[src/rtl/hilo_div_ctrl.sv]
// HI/LO divide controller: multi-cycle restoring divider for DIV/DIVU.
// Stalls the pipeline while running and writes HI/LO with a one-cycle pulse.
module hilo_div_ctrl #(
    parameter int DIV_CYCLES = 32
) (
    input  logic        clk,
    input  logic        rst,
    input  logic        start,
    input  logic        signed_op,
    input  logic [31:0] dividend,
    input  logic [31:0] divisor,
    input  logic        flush,
    output logic        stall,
    output logic        busy,
    output logic        o_we,
    output logic [31:0] o_hi,
    output logic [31:0] o_lo,
    output logic        div_by_zero
);

    typedef enum logic [1:0] {
        IDLE,
        ZERO,
        RUN,
        DONE
    } state_t;

    localparam logic [4:0] LAST_CNT = 5'(DIV_CYCLES - 1);

    state_t      state;
    state_t      state_nxt;
    logic [4:0]  cnt;
    logic [64:0] work;
    logic [31:0] dvs;
    logic        q_neg;
    logic        r_neg;
    logic        zero_div;

    logic        accept;
    logic        dd_neg;
    logic        dv_neg;
    logic [31:0] dd_abs;
    logic [31:0] dv_abs;
    logic [64:0] shifted;
    logic [33:0] diff;
    logic [64:0] step;
    logic [31:0] quo;
    logic [31:0] rem;
    logic [31:0] quo_out;
    logic [31:0] rem_out;

    assign accept = start && !flush;

    // Operand magnitudes and one restoring shift-subtract step
    always_comb begin
        dd_neg  = signed_op && dividend[31];
        dv_neg  = signed_op && divisor[31];
        dd_abs  = dd_neg ? (32'd0 - dividend) : dividend;
        dv_abs  = dv_neg ? (32'd0 - divisor) : divisor;
        shifted = work << 1;
        diff    = {1'b0, shifted[64:32]} - {2'b00, dvs};
        step    = shifted;
        if (!diff[33]) begin
            step = {diff[32:0], shifted[31:0] | 32'd1};
        end
        quo     = work[31:0];
        rem     = work[63:32];
        quo_out = q_neg ? (32'd0 - quo) : quo;
        rem_out = r_neg ? (32'd0 - rem) : rem;
    end

    // State register
    always_ff @(posedge clk) begin
        if (rst) begin
            state <= IDLE;
        end else begin
            state <= state_nxt;
        end
    end

    // Operand capture, iteration counter and working register
    always_ff @(posedge clk) begin
        if (rst) begin
            cnt      <= 5'd0;
            work     <= 65'd0;
            dvs      <= 32'd0;
            q_neg    <= 1'b0;
            r_neg    <= 1'b0;
            zero_div <= 1'b0;
        end else begin
            unique case (state)
                IDLE: begin
                    if (accept) begin
                        cnt      <= 5'd0;
                        work     <= {33'd0, dd_abs};
                        dvs      <= dv_abs;
                        q_neg    <= dd_neg ^ dv_neg;
                        r_neg    <= dd_neg;
                        zero_div <= (divisor == 32'd0);
                    end
                end
                RUN: begin
                    if (!flush) begin
                        work <= step;
                        cnt  <= cnt + 5'd1;
                    end
                end
                default: begin
                end
            endcase
        end
    end

    // Next state and outputs
    always_comb begin
        state_nxt   = state;
        stall       = 1'b0;
        busy        = 1'b0;
        o_we        = 1'b0;
        o_hi        = 32'd0;
        o_lo        = 32'd0;
        div_by_zero = 1'b0;
        unique case (state)
            IDLE: begin
                stall = accept;
                if (accept) begin
                    state_nxt = (divisor == 32'd0) ? ZERO : RUN;
                end
            end
            ZERO: begin
                stall     = 1'b1;
                busy      = 1'b1;
                state_nxt = flush ? IDLE : DONE;
            end
            RUN: begin
                stall = 1'b1;
                busy  = 1'b1;
                if (flush) begin
                    state_nxt = IDLE;
                end else if (cnt == LAST_CNT) begin
                    state_nxt = DONE;
                end
            end
            DONE: begin
                busy        = 1'b1;
                o_we        = !flush;
                div_by_zero = zero_div;
                o_hi        = zero_div ? 32'd0 : rem_out;
                o_lo        = zero_div ? 32'd0 : quo_out;
                state_nxt   = IDLE;
            end
            default: begin
                state_nxt = IDLE;
            end
        endcase
    end

endmodule

[config.mk]
export PLATFORM = sky130hd
export DESIGN_NAME = hilo_div_ctrl
export DESIGN_NICKNAME = d
export VERILOG_FILES = /design/src/rtl/hilo_div_ctrl.sv
export SDC_FILE = /design/constraint.sdc
export NUM_CORES = 1
export LEC_CHECK = 0
export CAP_MARGIN = 20
export CORE_MARGIN = 2
export CORE_UTILIZATION = 43
export CTS_CLUSTER_DIAMETER = 120
export DETAILED_ROUTE_END_ITERATION = 16
export MAX_ROUTING_LAYER = met4
export PLACE_DENSITY = 0.66
export REMOVE_ABC_BUFFERS = 1
export SYNTH_ARGS = -nofsm -noshare
export SYNTH_HDL_FRONTEND = slang
export SYNTH_SLANG_ARGS = --single-unit
[constraint.sdc]
create_clock -name clk -period 3.8 [get_ports clk]
set_clock_uncertainty 0.1 [all_clocks]
set_input_delay 0.95 -clock clk [delete_from_list [all_inputs] [get_ports clk]]
set_output_delay 0.95 -clock clk [all_outputs]
set_load 0.02 [all_outputs]
Word level (Yosys, flattened, before mapping). Index checks and enable logic that the tools add are counted.

Input bits: 69. Output and inout bits: 68. Register bits after elaboration: 106.

Muxes and demuxes: 25. Eq/ne operators: 7. Reductions and logical operators: 12. Bitwise gates (word level): 1. $add $sub $neg: 6.

Operators by type and width (count): $mux 32 (8); $mux 64 (3); $pmux 64 s2 (1); $sub 1x32->32 const A (4); $sub 33x32->34 (1); $logic_not 32->1 (1); $mux 2 (5); $mux 5 (2); $pmux 5 s2 (1); $pmux 2 s4 (1); $add 5x1->5 const B (1); $eq 5x5->1 const B (1); $eq 2x2->1 const B (2); $ne 2x2->1 const B (2); $reduce_and 2->1 (2); $logic_and 1x1->1 (3); $mux 1 (3); $ne 3x3->1 const B (1); $reduce_and 3->1 (1); $reduce_or 3->1 (1); $eq 2x1->1 const B (1); $logic_not 2->1 (1); $pmux 1 s2 (1); $reduce_bool 2->1 (1); 3 further kinds (3).

Depth between registers and ports, before layout. Gate-level depths: netlist of run 1.

Word-level depth: 4. Gate-level depth with buffers: 12. Depth with buffers taken out: 12.

Least setup slack after synthesis of run 1. No wires, ideal clock.

Kind: reg2out. Start: register work[10]. End: output port o_lo[27]. Path slack: 0.096 ns. Data arrival time: 2.654 ns. Stages on the path, launching flop included: 8. Required time: 2.750 ns. Path through: dfxtp_1 -> or4_4 -> or4_4 -> or3_4 -> or3_4 -> o31ai_2 -> xor2_1 -> nor2_1.

Cells in the longest elaborated chain, start to end: 4.

Ends and longest elaborated chain: start, declared (line 33) `logic [64:0] work;`; start signal, assigned (line 95) `work <= {33'd0, dd_abs};`; start signal, assigned (line 104) `work <= step;`; $sub 1x32->32 (line 68) `quo_out = q_neg ? (32'd0 - quo) : quo;`; $mux 32 (line 68); $mux 32 (line 149) `o_lo = zero_div ? 32'd0 : quo_out;`; $mux 32 (line 123) `unique case (state)`; end, declared (line 17) `output logic [31:0] o_lo,`.

Every way passes these cells.

Worst setup path after layout of run 1.
Start: register work[10]. End: output port o_lo[29].

Same word-level chain as after synthesis.

==> reports/qor.yml, run 1 <==
antenna_found_initial: 0
synth.distinct_cells: 62
final-hold-violation-count: 0
ys.flop_type: "dfxtp_1"
worstPathMaxFanout: 4
dr_total_vias: 9249
drive_above_1_share_pct: 14.2
die-width_microns: 148
worstSetupEndpointType: "primary output"
max_freq_ghz: 0.245
synth_edf_count: 0
crit_start: "work[10]"
crit_path_start_kind: "flop"
clk_pin_slew_worst_paths_ns: 0.08
tightest_slew_ns: 0.817
firstDrtPassIters: 6
r2r_cells: 12
syn_inst: 1244
min_path_type: "flop to flop"
timing.rr.start: "work[31]"
ant_nets: 0
ys_seq_area_share_pct: 23.8
postPlaceCellArea_sq_mm: 0.0111
port_buffers: 136
nNetsFinal: 1534
drt_drc_violations_left: 0
setup_viol: 15
dieArea_sq_mm: 0.0219
cts_buffers: 9
fin_area_sq_mm: 0.0117
fin_total_pwr_mw: 5.59
period_share_pct: 107
p_leak_nw: 4.64
wl_per_cell_microns: 15.5
hold_path_startpoint: "dvs[0]"
fill_cells: 1971
core_area_sq_mm: 0.0203
place_hpwl_microns: 19900
maxSlewViolCount: 0
clock_sinks: 106
grt_pass1_wl_microns: 42900
clock_path_buffers: 2
area_delta_synth_final_pct: 30.7
rsz0062_at_grt: "yes"
yosys_warnings: 0
gr-usage-all-layers_pct: 24.5
grt_max_degree: 66
finalWorstSetupSlack_ns: -0.278
worstSetupPathType: "flop to primary output"
routed_wl_microns: 26300
vias_per_cell: 5.45
status: "finished, violations left"
cts_tree: "yes"
syn_area_per_cell_sq_um: 7.17
whs_ns: 0.367
ys_ff_latch: 106
grt_remaining_overflow: 0
cellPowerDensity_mw_per_mm2: 479
clkLatencyLatePin_ns: 0.36
cts_root_buf: "clkbuf_16"
io_pins: 137
mappedNetlistArea_sq_mm: 0.00892
worst_ir_drop_vdd_mv: 0.287
hold_depth: 2
start_util_pct: 43.9
fin_crit_ns: 4.08
gp_congestion: 0.947
violations: "negative setup slack"
slew_headroom_pct: 45.5
maxCapViolations: 0
cp_data_arrival_time_ns: 3.03
grt_pass1_vias: 8558
dieHeight_microns: 148
synthArstFlopShare_pct: 0
diodes: 0
rows: 52
htreeDepth: 3
drtIter0Drc: 588
critPathRequiredTime_ns: 2.75
[logic make-up after synthesis]
kind of cell | Yosys count | share of synthesized area [%]
flops | 106 | 23.8
buf+inv | 123 | 5.23
compound gates | 329 | 23.4
xor+xnor | 143 | 14.0
simple gates | 469 | 23.9
mux | 31 | 3.48
fa+ha+maj | 43 | 6.12
[Yosys cell counts (all sizes together), types with 2 or more instances]
master / count / area [sq um]
ha: 42 / 526
a211oi: 38 / 285
o21a: 4 / 30.0
nor4: 12 / 81.3
and3: 10 / 62.6
o211ai: 13 / 97.6
nand2: 155 / 582
inv: 52 / 195
nand3: 27 / 135
or2: 4 / 25.0
a41oi: 3 / 26.3
a221oi: 2 / 17.5
and4: 2 / 17.5
a311oi: 5 / 43.8
a31oi: 13 / 81.3
nor3: 28 / 145
nor2: 166 / 623
clkbuf: 59 / 221
o2111ai: 2 / 17.5
o311ai: 3 / 26.3
o41ai: 13 / 114
a31o: 2 / 17.5
a21oi: 79 / 395
o21ai: 98 / 490
nand2b: 11 / 68.8
a211o: 2 / 17.5
or3: 14 / 103
nand4b: 2 / 17.5
dfxtp: 106 / 2120
and2: 8 / 50.1
or4: 13 / 109
a2111oi: 2 / 17.5
nor2b: 9 / 56.3
buf: 12 / 50.1
a21o: 12 / 90.1
nand4: 4 / 25.0
o31ai: 30 / 249
mux2i: 31 / 310
xor2: 93 / 815
xnor2: 50 / 438
[final cells by class]
type / count / area (sq um) / share of cell area, %
timing repair buffer: 238 / 2060 / 17.6
tap: 270 / 338 / 2.90
clock inverter: 7 / 77.6 / 0.665
multi-input combinational: 1015 / 6640 / 56.9
clock buffer: 9 / 225 / 1.93
inverter: 52 / 195 / 1.67
sequential: 106 / 2130 / 18.2
[through the flow]
step	setup WS, ns	std cells	TNS, ns	utilization, %
finish	-0.278	1697	-1.81	57.4
global route	-0.364	1697	-3.55	57.4
CTS	-0.288	1693	-1.73	56.7
detailed placement	-0.287	1673	-4.62	54.6
global placement	-0.260	1673	-3.45	54.6
floorplan	-0.805	1173	-16.35	-
[worst max-delay path, stage by stage, from the launching register on]
cell,delay (ns)
dfxtp_1,0.31
or4_4,0.53
or4_4,0.44
or3_4,0.38
or3_4,0.39
o31ai_4,0.19
xor2_1,0.18
nor2_1,0.06
buf_4,0.17
[repair_timing]
item                                   4_1_cts  5_1_grt
gates resized for setup                    131       47
pin swaps                                    8       14
endpoints found under the hold margin        0        0
hold buffers                                 0        0
setup buffers                                4        4
setup endpoints to repair                   32       34
[report_power, final]
group          switching, mW  internal [mW]  leakage [nW]
combinational           1.84           1.34          3.64
sequential             0.142           1.28         0.864
clock                  0.464          0.515         0.134
[per-layer routing]
layer	vias up	GRT usage, %	routed length [microns]
met5	-	-	0
met4	0	6.05	431
met3	24	2.78	1220
met2	226	40.6	12400
met1	4259	32.1	12200
li1	4740	-	-
[sequential cells by signal (all words and copies together) (netlist names)]
signal,count
cnt,5
dvs,32
q_neg,1
r_neg,1
state,2
work,64
zero_div,1
[worst paths after layout]
check / to / slack, ns
hold reg to reg: dvs[0] / 0.37
hold / removal: dvs[0] / 0.37
setup / recovery: o_lo[29] / -0.28
setup reg to reg: work[62] / 0.39
[placed cells by master (no fill, tap or decap), types with 21 or more instances in the layout]
master	count
ha_1	42
xnor2_1	50
clkdlybuf4s50_1	96
a21oi_1	79
dfxtp_1	102
mux2i_1	31
nor2_1	163
buf_4	110
xor2_1	93
inv_1	52
nor3_1	27
a211oi_1	38
nand3_1	25
o21ai_0	86
nand2_1	153
o31ai_1	21
(Power assumes the default switching activity.)
==> inputs of run 2 (changes only) <==
--- a/config.mk
+++ b/config.mk
@@ -16,3 +16,4 @@
 export SYNTH_ARGS = -nofsm -noshare
 export SYNTH_HDL_FRONTEND = slang
 export SYNTH_SLANG_ARGS = --single-unit
+export TNS_END_PERCENT = 100
==> constraint.sdc (replaced) <==
create_clock -name clk -period 3.94 [get_ports clk]
set_clock_uncertainty 0.1 [all_clocks]
set_input_delay 0.985 -clock clk [delete_from_list [all_inputs] [get_ports clk]]
set_output_delay 0.985 -clock clk [all_outputs]
set_load 0.02 [all_outputs]
==> reports/qor.yml, run 2 (synthesis gave the netlist of run 1 again) <==
clkLatencyLatePin_ns: 0.36  # about the same
clock_sinks: 106  # unchanged
nNetsFinal: 1521  # -0.85%
grt_pass1_wl_microns: 43100  # +0.61%
grt_pass1_vias: 8669  # +1.3%
firstDrtPassIters: 5  # -1
wl_per_cell_microns: 15.8  # +1.7%
rows: 52  # unchanged
met3_usage_pct: 2.16  # -0.62 points
status: "finished, violations left"
gp_congestion: 0.910  # -3.9%
io_pins: 137  # unchanged
grt_remaining_overflow: 0  # unchanged
maxCapViolations: 0  # unchanged
maxSlewViolCount: 0  # unchanged
drive_above_1_share_pct: 13.0  # -1.1 points
hold_buffers: 0  # unchanged
rrSetupSlack_ns: 0.52  # +0.13 ns
dieHeight_microns: 148  # unchanged
ant_nets: 0  # unchanged
min_path_type: "flop to flop"
cts_tree: "yes"
grt_max_degree: 66  # unchanged
critPathRequiredTime_ns: 2.85  # +0.10 ns
htreeDepth: 3  # unchanged
violations: "negative setup slack"
setup_tns_ns: -0.681  # +1.13 ns
postPlaceCellArea_sq_mm: 0.0110  # -0.81%
grt-busiest-layer: "met2"
slew_headroom_pct: 39.7  # -5.9 points
antenna_found_initial: 1  # +1
final_cell_mix: "nor2_1, nand2_1, dfxtp_1, clkdlybuf4s50_1, buf_4"
drtIter0Drc: 466  # -21%
die-width_microns: 148  # unchanged
fin_area_sq_mm: 0.0116  # -0.85%
start_util_pct: 43.9  # unchanged
cellPowerDensity_mw_per_mm2: 460  # -4.1%
cts_buffers: 9  # unchanged
fin_crit_ns: 4.08
worst_ir_drop_vdd_mv: 0.241  # -16%
place_hpwl_microns: 20000  # +0.39%
rsz0062_at_grt: "yes"
tightest_slew_ns: 0.903  # +0.0865 ns
met2_usage_pct: 40.2  # -0.42 points
pre_cts_ws_ns: -0.189  # +0.0975 ns
dieArea_sq_mm: 0.0219  # unchanged
cts_root_buf: "clkbuf_16"
area_delta_synth_final_pct: 29.6
gr-usage-all-layers_pct: 24.7  # +0.16 points
reg_top3: "work (64), dvs (32), cnt (5)"
worstSetupEndpointType: "primary output"
final-hold-violation-count: 0  # unchanged
regMostFlops: "work"
clk_pin_slew_worst_paths_ns: 0.07  # about the same
core_area_sq_mm: 0.0203  # unchanged
vias_per_cell: 5.46  # +0.23%
period_share_pct: 104
fill_cells: 1928  # -2.2%
worstPathMaxFanout: 4  # unchanged
crit_path_start_kind: "flop"
port_buffers: 136  # unchanged
grtUsageMet1_pct: 32.6  # +0.44 points
routed_wl_microns: 26600  # +0.97%
largest_reg_flops: 64  # unchanged
setup_viol: 10  # -5
worstSetupPathType: "flop to primary output"
cp_data_arrival_time_ns: 3.00  # -0.03 ns
clock_path_buffers: 2  # unchanged
p_leak_nw: 4.52  # -2.5%
drt_drc_violations_left: 0  # unchanged
dr_total_vias: 9205  # -0.48%
layout_commonest_cell: "nor2_1"
max_freq_ghz: 0.245
finalWorstSetupSlack_ns: -0.144  # +0.134 ns
## run 2: timing repair
| action | CTS | global route |
|---|---|---|
| gates resized for setup | 107 | 50 |
| pin swaps | 9 | 16 |
| endpoints found under the setup margin | 29 | 31 |
| buffers inserted | 3 | 5 |
## run 2: final timing paths
path	start	end	cells past startpoint
worst max-delay path	work[10]	o_lo[25]	9
worst min-delay path	r_neg	r_neg	2
worst max register to register	work[37]	work[34]	10
worst min register to register	r_neg	r_neg	2
## run 2: metrics by stage
stage / instances / hold WS (ns) / util, % / power [mW]
after floorplan: 1173 / 0.334 / - / 3.25
after global placement: 1661 / 0.344 / 54.2 / 4.18
after detailed placement: 1661 / 0.350 / 54.2 / 4.21
after CTS: 1680 / 0.359 / 56.2 / 5.24
after global routing: 1685 / 0.381 / 56.9 / 5.71
final: 1685 / 0.358 / 56.9 / 5.31
## run 2: cell type report
| type | count | area, sq um | area share, % |
|---|---|---|---|
| Clock inverter | 3 | 47.5 | 0.411 |
| Sequential cell | 106 | 2130 | 18.4 |
| Antenna cell | 1 | 2.50 | 0.0216 |
| Clock buffer | 13 | 260 | 2.25 |
| Timing Repair Buffer | 225 | 1960 | 16.9 |
| Multi-Input combinational cell | 1015 | 6630 | 57.4 |
| Inverter | 52 | 195 | 1.69 |
| Tap cell | 270 | 338 | 2.92 |
## run 2: where the power goes
part	switching [mW]	internal (mW)	leakage [nW]
Clock	0.414	0.531	0.150
Sequential	0.136	1.23	0.864
Combinational	1.74	1.26	3.51
## run 2: layer usage
layer	share of wire, %	routed length, microns
met5	0	0
met4	2.0	534
met3	4.2	1130
met2	47	12500
met1	47	12400
## run 2: critical path: stages (launching register included)
cell,delay [ns]
dfxtp_1,0.31
or4_4,0.54
or4_4,0.44
or3_4,0.38
or3_4,0.39
buf_4,0.15
nand2_2,0.05
xor2_1,0.17
nor2_1,0.06
buf_4,0.16
==> inputs of run 3 (changes only) <==
--- a/config.mk
+++ b/config.mk
@@ -7,11 +7,11 @@
 export LEC_CHECK = 0
 export CAP_MARGIN = 20
 export CORE_MARGIN = 2
-export CORE_UTILIZATION = 43
+export CORE_UTILIZATION = 45
 export CTS_CLUSTER_DIAMETER = 120
 export DETAILED_ROUTE_END_ITERATION = 16
 export MAX_ROUTING_LAYER = met4
-export PLACE_DENSITY = 0.66
+export PLACE_DENSITY = 0.78
 export REMOVE_ABC_BUFFERS = 1
 export SYNTH_ARGS = -nofsm -noshare
 export SYNTH_HDL_FRONTEND = slang
==> reports/qor.yml, run 3 (synthesis gave the netlist of run 1 again) <==
status: "finished, violations left"
violations: "negative setup slack"
io_pins: 137  # unchanged
wl_per_cell_microns: 16.3  # +3.4%
core_area_sq_mm: 0.0195  # -4.1%
grt_remaining_overflow: 0  # unchanged
rsz0062_at_grt: "yes"
fin_crit_ns: 4.16  # +0.0798 ns
cp_data_arrival_time_ns: 3.08  # +0.08 ns
grt_max_degree: 66  # unchanged
drt_drc_violations_left: 0  # unchanged
hold_depth: 2  # unchanged
die-width_microns: 145  # -2.2%
reg_top3: "work (64), dvs (32), cnt (5)"
worstPathMaxFanout: 4  # unchanged
rows: 51  # -1.9%
cts_buffers: 9  # unchanged
whs_ns: 0.364  # +0.00610 ns
cts_root_buf: "clkbuf_16"
area_delta_synth_final_pct: 30.9
p_leak_nw: 4.55  # +0.59%
period_share_pct: 106  # +2.0 points
regMostFlops: "work"
cts_tree: "yes"
tightest_slew_ns: 0.974  # +0.0704 ns
gp_congestion: 0.974  # +7.0%
cellPowerDensity_mw_per_mm2: 471  # +2.6%
vias_per_cell: 5.64  # +3.3%
drive_above_1_share_pct: 13.6  # +0.57 points
final-hold-violation-count: 0  # unchanged
critPathRequiredTime_ns: 2.85  # about the same
maxSlewViolCount: 0  # unchanged
setup_viol: 9  # -1
finalWorstSetupSlack_ns: -0.223  # -0.0798 ns
ant_nets: 0  # unchanged
gr-usage-all-layers_pct: 26.9  # +2.2 points
crit_path_start_kind: "flop"
port_buffers: 136  # unchanged
largest_reg_flops: 64  # unchanged
multi_input_area_sq_mm: 0.00664  # about the same
max_freq_ghz: 0.240  # -1.9%
place_hpwl_microns: 20300  # +1.6%
hold_buffers: 0  # unchanged
dieHeight_microns: 145  # -2.2%
whs_endpoint: "dvs[0]"
clock_path_buffers: 2  # unchanged
worst_ir_drop_vdd_mv: 0.250  # +4.0%
worstSetupPathType: "flop to primary output"
htreeDepth: 3  # unchanged
final_cell_mix: "nor2_1, nand2_1, clkdlybuf4s50_1, dfxtp_1, buf_4"
dp.cells: 1661  # unchanged
reg2reg_to: "work[59]"
dieArea_sq_mm: 0.0210  # -4.3%
worstSetupEndpointType: "primary output"
clk_pin_slew_worst_paths_ns: 0.07  # about the same
antenna_found_initial: 1  # unchanged
hold_path_startpoint: "dvs[0]"
dr_total_vias: 9517  # +3.4%
slew_headroom_pct: 35.0  # -4.7 points
seqCellArea_sq_mm: 0.00212  # about the same
firstDrtPassIters: 5  # unchanged
maxCapViolations: 0  # unchanged
min_path_type: "flop to flop"
timing.rr.start: "work[37]"
fin_cells: 1687  # +0.12%
start_util_pct: 45.8  # +1.9 points
drtIter0Drc: 663  # +42%
clkLatencyLatePin_ns: 0.37  # about the same
layout_commonest_cell: "nor2_1"
routed_wl_microns: 27500  # +3.5%
grt_pass1_vias: 8900  # +2.7%
clock_sinks: 106  # unchanged
fill_cells: 1732  # -10%
rrSetupSlack_ns: 0.56  # +0.04 ns
nNetsFinal: 1528  # +0.46%
grt_pass1_wl_microns: 43800  # +1.6%
r2r_cells: 11  # +1
[run 3: worst max path at each step]
stage / depth (start not counted) / startpoint / endpoint
after floorplan: 4 / flush / stall
after global placement: 8 / work[10] / o_lo[29]
after detailed placement: 8 / work[10] / o_lo[29]
after CTS: 8 / work[10] / o_lo[29]
after global routing: 8 / work[10] / o_lo[29]
final: 8 / work[10] / o_lo[29]
[run 3: report_power, final]
| group | switching (mW) | total, mW | leakage [nW] | internal [mW] |
|---|---|---|---|---|
| clock | 0.431 | 1.05 | 0.166 | 0.621 |
| combinational | 1.79 | 3.08 | 3.52 | 1.29 |
| sequential | 0.136 | 1.37 | 0.863 | 1.23 |
| total | 2.36 | 5.50 | 4.55 | 3.15 |
[run 3: repair_timing]
| action | 4_1_cts | 5_1_grt |
|---|---|---|
| setup endpoints to repair | 28 | 30 |
| gates resized for setup | 125 | 37 |
| pin swaps | 10 | 12 |
| cloned | 0 | 0 |
| buffers inserted | 4 | 5 |
| hold endpoints to repair | 0 | 0 |
[run 3: worst max-delay path, stage by stage (launching register included)]
cell,delay [ns]
dfxtp_1,0.31
or4_4,0.52
or4_4,0.43
or3_4,0.34
or3_4,0.44
o31ai_4,0.19
xor2_1,0.18
nor2_1,0.09
buf_4,0.20
[run 3: stage by stage]
| step | utilization (%) | instance area [sq um] | setup WS [ns] | TNS, ns | total power, mW |
|---|---|---|---|---|---|
| final | 60.0 | 11700 | -0.223 | -1.22 | 5.50 |
| after detailed placement | 56.8 | 11100 | -0.270 | -2.81 | 4.26 |
| after floorplan | - | 8650 | -0.735 | -11.66 | 3.25 |
| after CTS | 59.1 | 11500 | -0.225 | -1.21 | 5.41 |
| after global routing | 60.0 | 11700 | -0.307 | -2.40 | 5.86 |
| after global placement | 56.8 | 11100 | -0.298 | -2.16 | 4.21 |
[run 3: layout make-up]
class	count	area share [%]
Antenna cell	1	0.0214
Clock inverter	7	0.997
Inverter	52	1.67
Sequential cell	106	18.2
Multi-Input combinational cell	1015	56.9
Clock buffer	9	1.93
Timing Repair Buffer	232	17.5
Tap cell	265	2.84
[run 3: per-layer routing]
layer  global-route usage, %  vias up  share of wire (%)
met1                    34.1     4446                 44
met3                    3.98       42                5.6
met2                    44.4      308                 48
met5                       -        -                  0
met4                    8.33        0                2.4
li1                        -     4721                  -
